**src/rtl/board_engine.sv**
```systemverilog
// board_engine: Minesweeper board state, cursor and game FSM feeding the VGA
// controller. Every cell keeps a mine bit, a visibility state and a 4-bit
// adjacency count. A safe reveal runs an 8-cycle neighbour scan before the
// cell is committed.
module board_engine #(
  parameter int FILAS    = 8,
  parameter int COLUMNAS = 8,
  localparam int RW = $clog2(FILAS),
  localparam int CW = $clog2(COLUMNAS),
  localparam int N  = FILAS * COLUMNAS
) (
  input  logic          clk,
  input  logic          rst,
  input  logic          load_valid,
  input  logic [N-1:0]  mine_map,
  output logic          load_ready,
  input  logic          btn_up,
  input  logic          btn_down,
  input  logic          btn_left,
  input  logic          btn_right,
  input  logic          btn_reveal,
  input  logic          btn_flag,
  input  logic [RW-1:0] rd_row,
  input  logic [CW-1:0] rd_col,
  output logic [9:0]    rd_code,
  output logic [RW-1:0] cur_row,
  output logic [CW-1:0] cur_col,
  output logic          busy,
  output logic          won,
  output logic          lost
);

  localparam int IW = $clog2(N);
  localparam int TW = $clog2(N + 1);
  localparam logic [RW:0] ROWS_L = (RW+1)'(FILAS);
  localparam logic [CW:0] COLS_L = (CW+1)'(COLUMNAS);
  localparam logic [1:0] C_HID = 2'd0;
  localparam logic [1:0] C_FLG = 2'd1;
  localparam logic [1:0] C_REV = 2'd2;

  typedef enum logic [2:0] {S_IDLE, S_PLAY, S_COUNT, S_WON, S_LOST} state_t;

  state_t        state_q, state_d;
  logic [RW-1:0] cur_row_q, cur_row_d, tgt_row_q, tgt_row_d;
  logic [CW-1:0] cur_col_q, cur_col_d, tgt_col_q, tgt_col_d;
  logic [2:0]    k_q, k_d;
  logic [3:0]    acc_q, acc_d, acc_sum;
  logic [TW-1:0] mine_total_q, mine_total_d, safe_q, safe_d, pop;
  logic [9:0]    rd_code_q, rd_code_d;

  logic [N-1:0]       mine_vec;
  logic [N-1:0][1:0]  st_vec;
  logic [N-1:0][9:0]  code_vec;
  logic [IW-1:0]      cur_idx, tgt_idx;
  logic               restart, lose_all, flag_we, commit;

  logic signed [1:0]    dr, dc;
  logic signed [RW+1:0] nr;
  logic signed [CW+1:0] nc;
  logic                 nb_ok, nb_mine;

  function automatic logic [IW-1:0] idx_of(input logic [RW-1:0] r, input logic [CW-1:0] c);
    return IW'(r) * IW'(COLUMNAS) + IW'(c);
  endfunction

  assign cur_idx = idx_of(cur_row_q, cur_col_q);
  assign tgt_idx = idx_of(tgt_row_q, tgt_col_q);

  // Neighbour k of the latched target; off-board positions never count.
  always_comb begin
    dr = 2'sb00;
    dc = 2'sb00;
    case (k_q)
      3'd0:    begin dr = -2'sd1; dc = -2'sd1; end
      3'd1:    begin dr = -2'sd1; dc =  2'sd0; end
      3'd2:    begin dr = -2'sd1; dc =  2'sd1; end
      3'd3:    begin dr =  2'sd0; dc = -2'sd1; end
      3'd4:    begin dr =  2'sd0; dc =  2'sd1; end
      3'd5:    begin dr =  2'sd1; dc = -2'sd1; end
      3'd6:    begin dr =  2'sd1; dc =  2'sd0; end
      default: begin dr =  2'sd1; dc =  2'sd1; end
    endcase
    nr = $signed({2'b00, tgt_row_q}) + $signed({{RW{dr[1]}}, dr});
    nc = $signed({2'b00, tgt_col_q}) + $signed({{CW{dc[1]}}, dc});
    nb_ok = !nr[RW+1] && !nc[CW+1] && (nr[RW:0] < ROWS_L) && (nc[CW:0] < COLS_L);
    nb_mine = nb_ok && mine_vec[idx_of(nr[RW-1:0], nc[CW-1:0])];
    acc_sum = acc_q + {3'b000, nb_mine};
  end

  // Mine count of the offered map, latched as mine_total on restart.
  always_comb begin
    pop = '0;
    for (int i = 0; i < N; i++) pop = pop + TW'(mine_map[i]);
  end

  // Game FSM: load/restart, prioritised button decode, neighbour scan.
  always_comb begin
    state_d      = state_q;
    cur_row_d    = cur_row_q;
    cur_col_d    = cur_col_q;
    tgt_row_d    = tgt_row_q;
    tgt_col_d    = tgt_col_q;
    k_d          = k_q;
    acc_d        = acc_q;
    mine_total_d = mine_total_q;
    safe_d       = safe_q;
    restart      = 1'b0;
    lose_all     = 1'b0;
    flag_we      = 1'b0;
    commit       = 1'b0;
    case (state_q)
      S_PLAY: begin
        if (btn_reveal) begin
          if (st_vec[cur_idx] == C_HID) begin
            if (mine_vec[cur_idx]) begin
              lose_all = 1'b1;
              state_d  = S_LOST;
            end else begin
              tgt_row_d = cur_row_q;
              tgt_col_d = cur_col_q;
              k_d       = 3'd0;
              acc_d     = 4'd0;
              state_d   = S_COUNT;
            end
          end
        end else if (btn_flag) begin
          flag_we = (st_vec[cur_idx] != C_REV);
        end else if (btn_up) begin
          cur_row_d = (cur_row_q == '0) ? RW'(FILAS - 1) : cur_row_q - 1'b1;
        end else if (btn_down) begin
          cur_row_d = (cur_row_q == RW'(FILAS - 1)) ? '0 : cur_row_q + 1'b1;
        end else if (btn_left) begin
          cur_col_d = (cur_col_q == '0) ? CW'(COLUMNAS - 1) : cur_col_q - 1'b1;
        end else if (btn_right) begin
          cur_col_d = (cur_col_q == CW'(COLUMNAS - 1)) ? '0 : cur_col_q + 1'b1;
        end
      end
      S_COUNT: begin
        acc_d = acc_sum;
        k_d   = k_q + 3'd1;
        if (k_q == 3'd7) begin
          commit  = 1'b1;
          safe_d  = safe_q + TW'(1);
          state_d = (safe_q + TW'(1) == TW'(N) - mine_total_q) ? S_WON : S_PLAY;
        end
      end
      default: begin
        if (load_valid) begin
          restart      = 1'b1;
          cur_row_d    = '0;
          cur_col_d    = '0;
          mine_total_d = pop;
          safe_d       = '0;
          state_d      = S_PLAY;
        end
      end
    endcase
  end

  // FSM, cursor and scan registers.
  always_ff @(posedge clk) begin
    if (rst) begin
      state_q      <= S_IDLE;
      cur_row_q    <= '0;
      cur_col_q    <= '0;
      tgt_row_q    <= '0;
      tgt_col_q    <= '0;
      k_q          <= '0;
      acc_q        <= '0;
      mine_total_q <= '0;
      safe_q       <= '0;
      rd_code_q    <= 10'h002;
    end else begin
      state_q      <= state_d;
      cur_row_q    <= cur_row_d;
      cur_col_q    <= cur_col_d;
      tgt_row_q    <= tgt_row_d;
      tgt_col_q    <= tgt_col_d;
      k_q          <= k_d;
      acc_q        <= acc_d;
      mine_total_q <= mine_total_d;
      safe_q       <= safe_d;
      rd_code_q    <= rd_code_d;
    end
  end

  genvar gi;
  generate
    for (gi = 0; gi < N; gi++) begin : g_cell
      logic       mine_q, mine_d;
      logic [1:0] st_q, st_d;
      logic [3:0] cnt_q, cnt_d;
      logic [9:0] code;

      // Per-cell update: restart, reveal-all-mines, flag toggle, commit.
      always_comb begin
        mine_d = mine_q;
        st_d   = st_q;
        cnt_d  = cnt_q;
        if (restart) begin
          mine_d = mine_map[gi];
          st_d   = C_HID;
          cnt_d  = 4'd0;
        end else if (lose_all) begin
          if (mine_q) st_d = C_REV;
        end else if (flag_we && cur_idx == IW'(gi)) begin
          st_d = (st_q == C_HID) ? C_FLG : C_HID;
        end else if (commit && tgt_idx == IW'(gi)) begin
          st_d  = C_REV;
          cnt_d = acc_sum;
        end
      end

      // Per-cell storage registers.
      always_ff @(posedge clk) begin
        if (rst) begin
          mine_q <= 1'b0;
          st_q   <= C_HID;
          cnt_q  <= 4'd0;
        end else begin
          mine_q <= mine_d;
          st_q   <= st_d;
          cnt_q  <= cnt_d;
        end
      end

      // Cell code as seen by the video controller, without the cursor bit.
      always_comb begin
        code = 10'h002;
        if (st_q == C_FLG)       code = 10'h008;
        else if (st_q == C_HID)  code = mine_q ? 10'h006 : 10'h002;
        else if (mine_q)         code = 10'h004;
        else if (cnt_q == 4'd0)  code = 10'h000;
        else                     code = {cnt_q, 6'h10};
      end

      assign mine_vec[gi] = mine_q;
      assign st_vec[gi]   = st_q;
      assign code_vec[gi] = code;
    end
  endgenerate

  // Read port: pre-edge storage, cursor bit only while a game is live.
  always_comb begin
    rd_code_d = 10'h002;
    if (({1'b0, rd_row} < ROWS_L) && ({1'b0, rd_col} < COLS_L))
      rd_code_d = code_vec[idx_of(rd_row, rd_col)];
    if ((state_q == S_PLAY || state_q == S_COUNT) && rd_row == cur_row_q && rd_col == cur_col_q)
      rd_code_d[0] = 1'b1;
  end

  assign rd_code    = rd_code_q;
  assign cur_row    = cur_row_q;
  assign cur_col    = cur_col_q;
  assign busy       = (state_q == S_COUNT);
  assign won        = (state_q == S_WON);
  assign lost       = (state_q == S_LOST);
  assign load_ready = (state_q == S_IDLE) || (state_q == S_WON) || (state_q == S_LOST);

endmodule

```
**config.mk**
```make
export PLATFORM = sky130hd
export DESIGN_NAME = board_engine
export DESIGN_NICKNAME = d
export VERILOG_FILES = /design/src/rtl/board_engine.sv
export SDC_FILE = /design/constraint.sdc
export NUM_CORES = 2
export LEC_CHECK = 0
export BUFFER_PORTS_ARGS = -buffer_cell sky130_fd_sc_hd__buf_2
export CAP_MARGIN = 20
export CORE_MARGIN = 8
export CORE_UTILIZATION = 45
export DETAILED_ROUTE_END_ITERATION = 16
export HOLD_SLACK_MARGIN = 0.1
export PLACE_DENSITY_LB_ADDON = 0.12
export SLEW_MARGIN = 0
export SYNTH_ARGS = -nofsm -noshare
export SYNTH_HDL_FRONTEND = slang
export SYNTH_SLANG_ARGS = --single-unit
```
**constraint.sdc**
```tcl
create_clock -name clk -period 18.7 [get_ports clk]
set_input_delay 3.74 -clock clk [delete_from_list [all_inputs] [get_ports clk]]
set_output_delay 3.74 -clock clk [all_outputs]
set_load 0.01 [all_outputs]
```
**After elaboration in Yosys (flattened, before gate mapping)**

Cells that the tools add are included.

- Register bits after elaboration: 494
- Input port bits: 79
- Output and inout port bits: 20
- Logic and storage cells: 1814

- $add $sub $neg: 77
- Magnitude comparators: 5
- Equal/unequal tests: 281
- Multiplexer cells: 697
- Bitwise logic cells: 69
- Reduce and logical (&&, ||, !) cells: 483

Operators with widths:

| kind | count |
|---|---|
| 2-to-1 mux 10 bit | 257 |
| 2-to-1 mux 2 bit | 258 |
| adder 7 x 1 -> 7 bit | 57 |
| == test 6 bit (second input constant) | 64 |
| 2-to-1 mux 3 bit | 87 |
| logical NOT 4 bit | 64 |
| AND reduction 3 bit | 65 |
| nonzero test 3 bit | 65 |
| == test 6 x 5 -> 1 bit (second input constant) | 32 |
| logical AND 1 bit | 134 |
| logical NOT 2 bit | 65 |
| != test 2 x 1 -> 1 bit (second input constant) | 65 |
| AND reduction 2 bit | 65 |
| == test 2 x 1 -> 1 bit (second input constant) | 64 |
| == test 6 x 4 -> 1 bit (second input constant) | 16 |
| 2-to-1 mux 1 bit | 78 |
| inverter 1 bit | 69 |
| binary-select mux 10 bit (select 6 bit) | 1 |
| == test 6 x 3 -> 1 bit (second input constant) | 8 |
| adder 6 x 3 -> 6 bit | 4 |
| == test 6 x 2 -> 1 bit (second input constant) | 4 |
| case mux 3 bit (2 select lines) | 4 |
| == test 3 bit (second input constant) | 7 |
| less-than comparator 6 x 7 -> 1 bit (second input constant) | 3 |
| other kinds (37) | 76 |

**Logic depth before layout (Yosys ltp)**

- Word-level depth: 63
- Depth in mapped cells: 23
- Depth with buffers taken out: 22

**Worst setup path after synthesis**

Ideal clock, no wire load.

- Path type: input -> register
- From: input mine_map[47]
- To: register mine_total_q[5]
- Arrival: 9.181 ns
- Data required time: 18.630 ns
- Slack: 9.449 ns
- Stages: 22
- Cells stage by stage: inv_1 > fa_1 > inv_1 > fa_1 > fa_1 > inv_1 > fa_1 > inv_1 > fa_1 > fa_1 > fa_1 > inv_1 > fa_1 > inv_1 > ha_1 > a21o_1 > a21oi_1 > o21bai_1 > a21oi_1 > xnor2_1 > nand2_1 > a21oi_1

- Cells in the longest elaborated chain, start to end: 17

RTL lines:

| item | RTL line | RTL |
|---|---|---|
| from (decl) | 15 | `input logic [N-1:0] mine_map,` |
| adder 7 x 1 -> 7 bit (17 in series) | 93 | `for (int i = 0; i < N; i++) pop = pop + TW'(mine_map[i]);` |
| to (signal assigned) | 181 | `mine_total_q <= mine_total_d;` |
| to (decl) | 48 | `logic [TW-1:0] mine_total_q, mine_total_d, safe_q, safe_d, pop;` |

Every way passes these cells.
A chain may end at the register's enable or synchronous reset.

**Worst setup path in the final report**

Same ends and word-level chain as after synthesis.

==> flow_metrics.py <==
metrics = {
    "cts": {
        "clk_pin_slew_ns": 0.06,
        "cts_buffer_depth": 3,
        "cts_buffers": 58,
        "cts_sinks": 493,
        "h-tree-depth": 2,
        "hold_buffers": 0,
        "cts_root_buf": "clkbuf_16",
        "clkLatencyLatePin_ns": 0.64,
        "ctsResizeCount": 0,
        "postCtsSetupBuffers": 0,
        "tritoncts": "done",
    },
    "final_layout": {
        "stdcell_count": 4358,
        "syn_to_final_growth_pct": 10.51,
        "final_cell_mix": "dfxtp_1, nor2_1, nand2_1",
        "n_fill_cell": 6241,
        "fin_nets": 3619,
        "drive_above_1_share": 0.1132,
        "mostFrequentLayoutCell": "dfxtp_1",
    },
    "logic_synthesis": {
        "ys_ff_latch": 493,
        "syn_avg_cell_area_um2": 8.459,
        "ys_warn_count": 0,
        "synth_cell_types": 77,
        "synth_edf_count": 0,
        "postSynthCellCount": 3507,
        "synthTopCellsByArea": "dfxtp_1, mux4_2, a211oi_1, a21oi_1, nor2_1",
        "syn_area_um2": 29670,
        "synthArstFlopShare": 0,
        "synth_largest_area_cell": "dfxtp_1",
        "postSynthNetCount": 3685,
        "yosysTopAreaCellShare": 0.3327,
        "synthFlopType": "dfxtp_1",
        "synth.yosys.seq_area_share": 0.3327,
    },
    "power": {
        "p_per_area_nw_per_um2": 107.8,
        "power_leakage_uw": 0.01128,
        "ir_worst_vdd_mv": 0.2834,
    },
    "global_routing": {
        "grt_pass1_wl_mm": 181.8,
        "grt-ovfl-total": 0,
        "track_usage": 0.3184,
        "antenna_found_initial": 7,
        "grt_max_degree": 104,
        "grt_pass1_vias": 27800,
    },
    "drt": {
        "drtIter0Drc": 3366,
        "ant_nets": 0,
        "drt-pass1-iter-count": 7,
        "drc": 0,
        "routed_via_density": 6.696,
        "wire_per_inst_um": 28.13,
        "vias": 29180,
        "wl_mm": 122.6,
    },
    "sta": {
        "setup_tns_ns": 0,
        "grt_setup_unrepaired": "no",
        "hold_viol": 0,
        "setup_viol": 0,
        "min_period_over_period": 0.4808,
        "slew_headroom": 0.2044,
        "worstMarginPinSlew_ns": 1.191,
        "maxSlewViolCount": 0,
        "period_minus_slack_ns": 8.991,
        "finClkSkew_ns": 0.01919,
        "fmax_mhz": 111.2,
    },
    "worst_setup_path": {
        "end_kind": "flip-flop",
        "ff2ff_setup_slack_ns": 11.80,
        "r2r_end": "g_cell[32].cnt_q[2]$_SDFFE_PP0P_",
        "reg2reg_depth": 19,
        "path_max_fanout": 2,
        "r2r_start": "k_q[0]$_SDFFE_PP0P_",
        "cp_data_arrival_time_ns": 9.55,
        "timing_worst_setup_path_type": "in2reg",
        "start_kind": "input pin",
        "cp.required_ns": 19.26,
    },
    "min_path": {
        "min_to": "g_cell[44].cnt_q[0]$_SDFFE_PP0P_",
        "min_from": "g_cell[44].cnt_q[0]$_SDFFE_PP0P_",
        "holdPathStages": 2,
        "min_path_type": "reg2reg",
    },
    "floorplanning": {
        "fp.dieArea_um2": 74400,
        "coreArea_um2": 65510,
        "start_util": 0.4528,
        "fp.dieH_um": 272.8,
        "io_pins": 99,
        "die_w_um": 272.8,
        "rows": 94,
    },
    "run_status": {
        "run_status": "finished, final reports clean",
    },
    "placed_design": {
        "portBuffers": 97,
        "gp_congestion": 0.9777,
        "dp.cells": 4244,
        "dp_hpwl_mm": 87.83,
    },
    "flow_run": {
        "maxCapViolations": 0,
    },
}
-- kinds of logic (layout without fill, tap and decap cells) --
kind of cell / after synthesis / after routing / share of synthesized area
AOI/OAI and AO/OA: 1071 / 1071 / 0.2475
xor gates and xnor gates: 32 / 32 / 0.009448
adders and majority gates: 99 / 99 / 0.05593
buffers and inverters: 427 / 409 / 0.05631
DFF: 493 / 493 / 0.3327
muxes: 165 / 165 / 0.1016
other: 1 / 6 / 0.0001264
and+or+nand+nor: 1219 / 1219 / 0.1964
-- cell usage after synthesis (8+ instances only) --
cell	instances
a211o_1	47
a211oi_1	223
a21o_1	32
a21oi_1	323
a221o_1	9
a221oi_1	118
a22oi_1	76
a31oi_1	16
a32oi_1	8
and2_1	20
and3_1	22
and3b_1	33
buf_1	21
buf_2	28
clkbuf_1	221
dfxtp_1	493
fa_1	56
ha_1	43
inv_1	149
mux2i_1	56
mux4_2	109
nand2_1	360
nand2b_1	54
nand3_1	102
nand3b_1	10
nand4_1	8
nor2_1	381
nor2b_1	21
nor3_1	71
nor3b_1	45
nor4_1	25
nor4b_1	10
o211ai_1	9
o21ai_0	94
o22ai_1	17
o31ai_1	19
o32ai_1	12
o41ai_1	20
or3_1	8
or4_1	34
xnor2_1	18
xor2_1	14
-- cell type report --
type	count	area (µm²)	area share
Tap cell	864	1081	0.03297
Inverter	150	563.0	0.01717
Clock inverter	19	257.7	0.007862
Multi-Input combinational cell	2587	18270	0.5572
Sequential cell	493	9874	0.3012
Timing Repair Buffer	151	928.4	0.02832
Clock buffer	89	1799	0.05488
Antenna cell	5	12.51	0.0003817
-- per-layer routing --
layer,vias up,track usage,wire length [µm]
li1,12930,-,-
met1,14400,0.3963,48160
met2,1466,0.5137,56390
met3,389,0.07630,11290
met4,6,0.1585,6727
met5,-,0,41
-- per-stage QoR --
| stage | hold WS [ns] | total power, µW | area (µm²) | setup WS (ns) | util |
|---|---|---|---|---|---|
| final | 0.4634 | 3533 | 32780 | 9.709 | 0.5004 |
| after global placement | 0.4480 | 2314 | 30680 | 9.105 | 0.4683 |
| after CTS | 0.4610 | 3549 | 32740 | 9.707 | 0.4998 |
| after detailed placement | 0.4511 | 2326 | 30690 | 9.022 | 0.4684 |
| after global routing | 0.4866 | 3782 | 32770 | 9.401 | 0.5002 |
| after floorplan | 0.4361 | 2074 | 29670 | 9.449 | - |
-- how the worst max path moves through the flow --
stage,start,end,slack (ns)
global placement,mine_map[47],mine_total_q[5]$_SDFFE_PP0P_,9.11
CTS,mine_map[47],mine_total_q[5]$_SDFFE_PP0P_,9.71
global route,mine_map[47],mine_total_q[5]$_SDFFE_PP0P_,9.40
finish,mine_map[47],mine_total_q[5]$_SDFFE_PP0P_,9.71
detailed placement,mine_map[47],mine_total_q[5]$_SDFFE_PP0P_,9.02
floorplan,mine_map[47],mine_total_q[5]$_SDFFE_PP0P_,9.45
-- worst max-delay path, stage by stage --
cell      delay, ns
buf_2          0.09
inv_1          0.05
fa_1           0.53
inv_1          0.05
fa_1           0.38
fa_1           0.54
inv_1          0.05
fa_1           0.54
inv_1          0.06
fa_1           0.53
fa_1           0.44
fa_1           0.54
inv_1          0.05
fa_1           0.53
inv_1          0.07
ha_1           0.29
a21o_1         0.18
a21oi_1        0.22
o21bai_1       0.10
a21oi_1        0.17
xnor2_1        0.14
nand2_1        0.07
a21oi_1        0.16
-- where the power goes --
group          internal, µW  leakage (µW)  switching [µW]
sequential             1070       0.00398            51.5
combinational           530       0.00628             658
clock                   741       0.00102             480
-- registers in the layout, indices dropped and copies added, names as in the netlist, 4 cells and up --
name / count
mine_total_q: 7
safe_q: 7
acc_q: 4
g_cell.cnt_q: 256
rd_code: 9
g_cell.st_q: 128
g_cell.mine_q: 64
No activity file was read; power rests on OpenSTA's default activity.
